[config.mk]
export PLATFORM = sky130hd
export DESIGN_NAME = can_rx_fifo
export DESIGN_NICKNAME = d
export VERILOG_FILES = /design/src/rtl/can_rx_pkg.sv /design/src/rtl/can_rx_fifo_mem.sv /design/src/rtl/can_rx_fifo.sv
export SDC_FILE = /design/constraint.sdc
export NUM_CORES = 2
export LEC_CHECK = 0
export CAP_MARGIN = 10
export CORE_UTILIZATION = 55
export CTS_CLUSTER_DIAMETER = 200
export DETAILED_ROUTE_END_ITERATION = 10
export PLACE_DENSITY_LB_ADDON = 0.3
export SYNTH_ARGS = -nofsm -noshare
export SYNTH_HDL_FRONTEND = slang
export SYNTH_SLANG_ARGS = --single-unit
[constraint.sdc]
create_clock -name i_rxf_sys_clk -period 9.85 [get_ports i_rxf_sys_clk]
set_input_delay 1.4775 -clock i_rxf_sys_clk [delete_from_list [all_inputs] [get_ports i_rxf_sys_clk]]
set_output_delay 1.4775 -clock i_rxf_sys_clk [all_outputs]
set_load 0.01 [all_outputs]
[src/rtl/can_rx_pkg.sv]
// Shared CAN receive-path types: message width and message type used by the
// acceptance filter and the receive FIFO.
package can_rx_pkg;

  localparam int CAN_MSG_W = 128;

  typedef logic [CAN_MSG_W-1:0] can_msg_t;

endpackage

[src/rtl/can_rx_fifo_mem.sv]
// Message storage for the CAN receive FIFO: register array with one write
// port and one asynchronous read port. Contents are never reset.
module can_rx_fifo_mem
  import can_rx_pkg::*;
#(
  parameter int DEPTH = 16,
  parameter int W     = CAN_MSG_W,
  parameter int AW    = $clog2(DEPTH)
) (
  input  logic          clk_i,
  input  logic          we_i,
  input  logic [AW-1:0] waddr_i,
  input  logic [W-1:0]  wdata_i,
  input  logic [AW-1:0] raddr_i,
  output logic [W-1:0]  rdata_o
);

  logic [W-1:0] mem_q [DEPTH];

  always_ff @(posedge clk_i) begin
    if (we_i) begin
      mem_q[waddr_i] <= wdata_i;
    end
  end

  assign rdata_o = mem_q[raddr_i];

endmodule

[src/rtl/can_rx_fifo.sv]
// CAN receive message FIFO between the acceptance filter (writer) and the
// host read side: show-ahead head, fill count, watermark, sticky error flags.
module can_rx_fifo
  import can_rx_pkg::*;
#(
  parameter int DEPTH     = 16,
  parameter int MSG_W     = CAN_MSG_W,
  parameter int AF_THRESH = 12
) (
  input  logic                       i_rxf_sys_clk,
  input  logic                       i_rxf_reset,
  input  logic                       i_rxf_w_en,
  input  logic [MSG_W-1:0]           i_rxf_w_data,
  output logic                       o_rxf_full,
  input  logic                       i_rxf_r_en,
  output logic [MSG_W-1:0]           o_rxf_r_data,
  output logic                       o_rxf_empty,
  output logic [$clog2(DEPTH):0]     o_rxf_count,
  output logic                       o_rxf_almost_full,
  input  logic                       i_rxf_err_clr,
  output logic                       o_rxf_overflow,
  output logic                       o_rxf_underflow
);

  localparam int AW = $clog2(DEPTH);
  localparam int CW = AW + 1;

  // Handshake: w_en and r_en are single-cycle strobes with no back-pressure.
  // A strobe is accepted only if the count registered at the start of the
  // cycle allows it (write: count<DEPTH, pop: count>0); a refused strobe is
  // discarded and recorded in the matching sticky error flag. A pop in the
  // same cycle never frees space for a write.
  logic [AW-1:0] wr_ptr_q, wr_ptr_d;
  logic [AW-1:0] rd_ptr_q, rd_ptr_d;
  logic [CW-1:0] count_q,  count_d;
  logic          ovf_q,    ovf_d;
  logic          udf_q,    udf_d;

  logic             wr_acc;
  logic             rd_acc;
  logic [MSG_W-1:0] mem_rdata;

  assign wr_acc = i_rxf_w_en && (count_q != CW'(DEPTH));
  assign rd_acc = i_rxf_r_en && (count_q != '0);

  always_comb begin
    wr_ptr_d = wr_ptr_q;
    rd_ptr_d = rd_ptr_q;
    count_d  = count_q;
    ovf_d    = ovf_q;
    udf_d    = udf_q;

    if (wr_acc) wr_ptr_d = wr_ptr_q + AW'(1);
    if (rd_acc) rd_ptr_d = rd_ptr_q + AW'(1);

    case ({wr_acc, rd_acc})
      2'b10:   count_d = count_q + CW'(1);
      2'b01:   count_d = count_q - CW'(1);
      default: count_d = count_q;
    endcase

    // A new error event wins over a clear in the same cycle.
    if (i_rxf_w_en && !wr_acc)  ovf_d = 1'b1;
    else if (i_rxf_err_clr)     ovf_d = 1'b0;

    if (i_rxf_r_en && !rd_acc)  udf_d = 1'b1;
    else if (i_rxf_err_clr)     udf_d = 1'b0;
  end

  always_ff @(posedge i_rxf_sys_clk) begin
    if (i_rxf_reset) begin
      wr_ptr_q <= '0;
      rd_ptr_q <= '0;
      count_q  <= '0;
      ovf_q    <= 1'b0;
      udf_q    <= 1'b0;
    end else begin
      wr_ptr_q <= wr_ptr_d;
      rd_ptr_q <= rd_ptr_d;
      count_q  <= count_d;
      ovf_q    <= ovf_d;
      udf_q    <= udf_d;
    end
  end

  // Reset gates the write so a strobe in the reset cycle is never stored.
  can_rx_fifo_mem #(
    .DEPTH (DEPTH),
    .W     (MSG_W),
    .AW    (AW)
  ) u_mem (
    .clk_i   (i_rxf_sys_clk),
    .we_i    (wr_acc && !i_rxf_reset),
    .waddr_i (wr_ptr_q),
    .wdata_i (i_rxf_w_data),
    .raddr_i (rd_ptr_q),
    .rdata_o (mem_rdata)
  );

  assign o_rxf_r_data      = (count_q != '0) ? mem_rdata : '0;
  assign o_rxf_empty       = (count_q == '0);
  assign o_rxf_full        = (count_q == CW'(DEPTH));
  assign o_rxf_almost_full = (count_q >= CW'(AF_THRESH));
  assign o_rxf_count       = count_q;
  assign o_rxf_overflow    = ovf_q;
  assign o_rxf_underflow   = udf_q;

endmodule

==> metrics.md <==
| Metric | Value |
|---|---|
| Design Area, Final | 89500 µm² |
| Switching Fraction | 24.9% |
| Post-detailed-routing wire length | 168000 µm |
| CORE AREA | 141000 µm² |
| Fmax | 0.165 GHz |
| Port bufs | 270 |
| WHS | 0.519 ns |
| # setup viols final | 0 |
| Post-DP Area | 83400 µm² |
| GRT Util Overall | 23.7% |
| Post-synth EDFFs | 2048 |
| Post-route minimum period | 6.07 ns |
| Total global routing overflow | 0 |
| Clock slew at reported path FFs | 0.06 ns |
| Max Buffers Root-to-Sink | 3 |
| Final Hold Fails | 0 |
| TNS Setup | 0 ns |
| Slowest-stage cell, CP | buf_4 |
| Initial antenna violation count | 20 |
| Syn_nets | 3397 |
| CTS root buffer | clkbuf_16 |
| CP most frequent cell | buf_4 |
| Clock power frac | 34.7% |
| Die Wd | 379 µm |
| Worst r2r path cells | 6 |
| I/O pins | 271 |
| Initial Util | 55.4% |
| Largest net degree at the start of global routing | 152 |
| R2R Path End | u_mem.mem_q[4][52]$_DFFE_PP_ |
| Slew at the pin closest to its max-slew limit | 1.28 ns |
| Placed wire-length estimate | 83600 µm |
| Final Non-Filler Cells | 5662 |
| Critical path endpoint category | output pin |
| RD Place Congestion | 0.723 |
| Ratio of cells with drive above 1 in the final layout | 22.9% |
| VDD IR max | 221 µV |
| RR Startpoint | o_rxf_count[2]$_SDFFE_PP0P_ |
| Sequential power share | 47.7% |
| Iteration count of the initial detailed-routing pass | 7 |
| Vias in the first global route | 36900 |
| Max incr delay on CP | 0.86 ns |
| Worst setup SP type | flip-flop |
| CTS tree | built |
| CP Max Fanout | 51 |
| DRC | 0 |
| Unrepaired setup endpoints after global routing | false |
| CP delay by family, top | buffers and inverters |
| Req. time, crit path | 8.37 ns |
| Post-CTS setup buffers | 0 |
| Hold_buf cts | 0 |
| Syn Area/Cell | 24.1 µm² |
| CP Class | reg2out |
| CTS resizes | 0 |
| Final period utilization | 61.6% |
| Leak pwr | 26.5 nW |
| Hold Startpoint | rd_ptr_q[3]$_SDFFE_PP0P_ |
| PwrDens | 232 nW/µm² |
| H-Tree Depth | 4 |
| Clock skew | 0.0193 ns |
| Cell count after synthesis | 3256 |
| Max Slew Vio Count | 0 |
| Die height | 379 µm |
| Worst Path Arrival | 4.59 ns |
| Slew HR | 14.6% |
| Asr flop ratio synth | 0% |
| Top_reg_cell synth | edfxtp_1 |
| Psw | 0.00517 W |
| Clk sink count | 2067 |
| Netlist cell types | 48 |
| Status | complete, no violations |
| Internal reg-to-reg setup slack | 5.70 ns |
| Initial DRC Count | 3316 |
| Cell Area, Synth | 78400 µm² |
| Synth-to-Final Area Change | 14.2% |
| Vias/cell | 6.26 |
| Hold Path Sink | rd_ptr_q[3]$_SDFFE_PP0P_ |
| Clk_lat worst skew | 0.84 ns |
| Max-cap violations | 0 |
| Comb power frac | 17.6% |
| Hold Path Depth | 2 |
| Placed cell count | 5299 |
| Buf+Inv Stages, Crit Path | 3 |
| Die area | 144000 µm² |
| Clock buffer count from CTS | 197 |
| First-pass GRT wire length | 245000 µm |
| Synth warnings | 0 |
| Rows | 138 |
| Vias | 35400 |
| HP Class | reg2reg |
| Cell Int Power | 0.0156 W |
| Crit-path cells | buf_4 > buf_4 > mux4_2 > mux2i_1 > o22ai_1 > clkdlybuf4s50_1 |
| Routed Antenna Nets | 0 |
| Routed wire per std cell | 29.7 µm |
| Fin nets | 3749 |
| Synthesized flop and latch total | 2067 |
| Sequential share of the synthesized area | 79.0% |
==> Yosys cell counts (all sizes together) (3+ instances only) <==
cell type / count / area [µm²]
o21ai: 3 / 18.8
inv: 7 / 26.3
mux4: 512 / 11500
nor2: 39 / 154
o211ai: 3 / 27.5
ha: 8 / 100
xor2: 6 / 52.6
nand2: 9 / 33.8
edfxtp: 2048 / 61500
clkbuf: 53 / 199
buf: 126 / 684
dfxtp: 19 / 380
mux2i: 259 / 2590
o22ai: 128 / 801
==> state kept, by name, indices dropped and copies added (netlist names), named ones only <==
name	flops
u_mem.mem_q	2048
o_rxf_underflow	1
wr_ptr_q	4
o_rxf_overflow	1
rd_ptr_q	4
o_rxf_count	5
==> worst register-to-register path: cells and delay by family (launching register included) <==
kind                   cells  cell delay [ns]
flip-flops                 1             0.53
AND/OR/NAND/NOR            3             1.34
AO/OA/AOI/OAI              1             0.55
buffers and inverters      2             1.32
==> power groups by stage <==
stage,clock (W),combinational (W),sequential [W]
after global routing,0.00764,0.00388,0.00990
after floorplan,0,0.00211,0.0101
after global placement,0,0.00370,0.0101
after detailed placement,0,0.00372,0.0101
final,0.00719,0.00365,0.00989
after CTS,0.00731,0.00373,0.00989
==> layout make-up <==
type                       count  area, µm²
multi-input combinational   1003      15700
clock buffer                 243       5170
tap                         1890       2360
sequential                  2067      61900
antenna                        6       15.0
inverter                       7       26.3
timing repair buffer         332       3370
clock inverter               114        962
fill                        9134      51900
==> per-stage QoR <==
step / setup slack, ns / util, % / total power (W)
after floorplan: 1.79 / - / 0.0122
after global placement: 4.26 / 59.0 / 0.0138
after detailed placement: 4.17 / 59.0 / 0.0138
after CTS: 3.60 / 63.3 / 0.0209
after global routing: 3.38 / 63.3 / 0.0214
final: 3.78 / 63.3 / 0.0207
==> how the worst max path moves through the flow <==
stage / endpoint / slack [ns] / cells after the start
floorplan: u_mem.mem_q[12][0]$_DFFE_PP_ / 1.79 / 3
global placement: u_mem.mem_q[4][61]$_DFFE_PP_ / 4.26 / 6
detailed placement: u_mem.mem_q[4][61]$_DFFE_PP_ / 4.17 / 6
CTS: o_rxf_r_data[37] / 3.60 / 6
global route: o_rxf_r_data[36] / 3.38 / 6
finish: o_rxf_r_data[37] / 3.78 / 6
==> layer usage <==
layer  routed length (µm)  global-route usage (%)
met5                  129                       0
met3                10800                    4.16
met2                86500                    40.0
met1                66600                    32.0
met4                 3910                    7.08
==> cell families (layout without fill, tap and decap cells) <==
family	count (synthesis)	in the layout	synth area share, %
flops	2067	2067	79.0
mux	773	773	18.1
buf+inv	186	696	1.16
compound gates	147	147	1.21
simple gates	67	67	0.407
fa+ha+maj	8	8	0.128
xor+xnor	8	8	0.0894
other cells	0	6	0
==> cells in the final DEF (no fill, tap or decap), types with 17 or more instances in the layout <==
cell type,Yosys,layout
nor2_4,1,17
clkbuf_16,0,200
mux4_2,512,512
clkinv_2,0,25
clkbuf_1,53,43
o22ai_1,128,128
buf_4,2,46
clkinv_1,0,55
mux2i_1,259,259
nor2_1,38,22
edfxtp_1,2048,2048
clkdlybuf4s50_1,0,270
(Power assumes the default switching activity.)
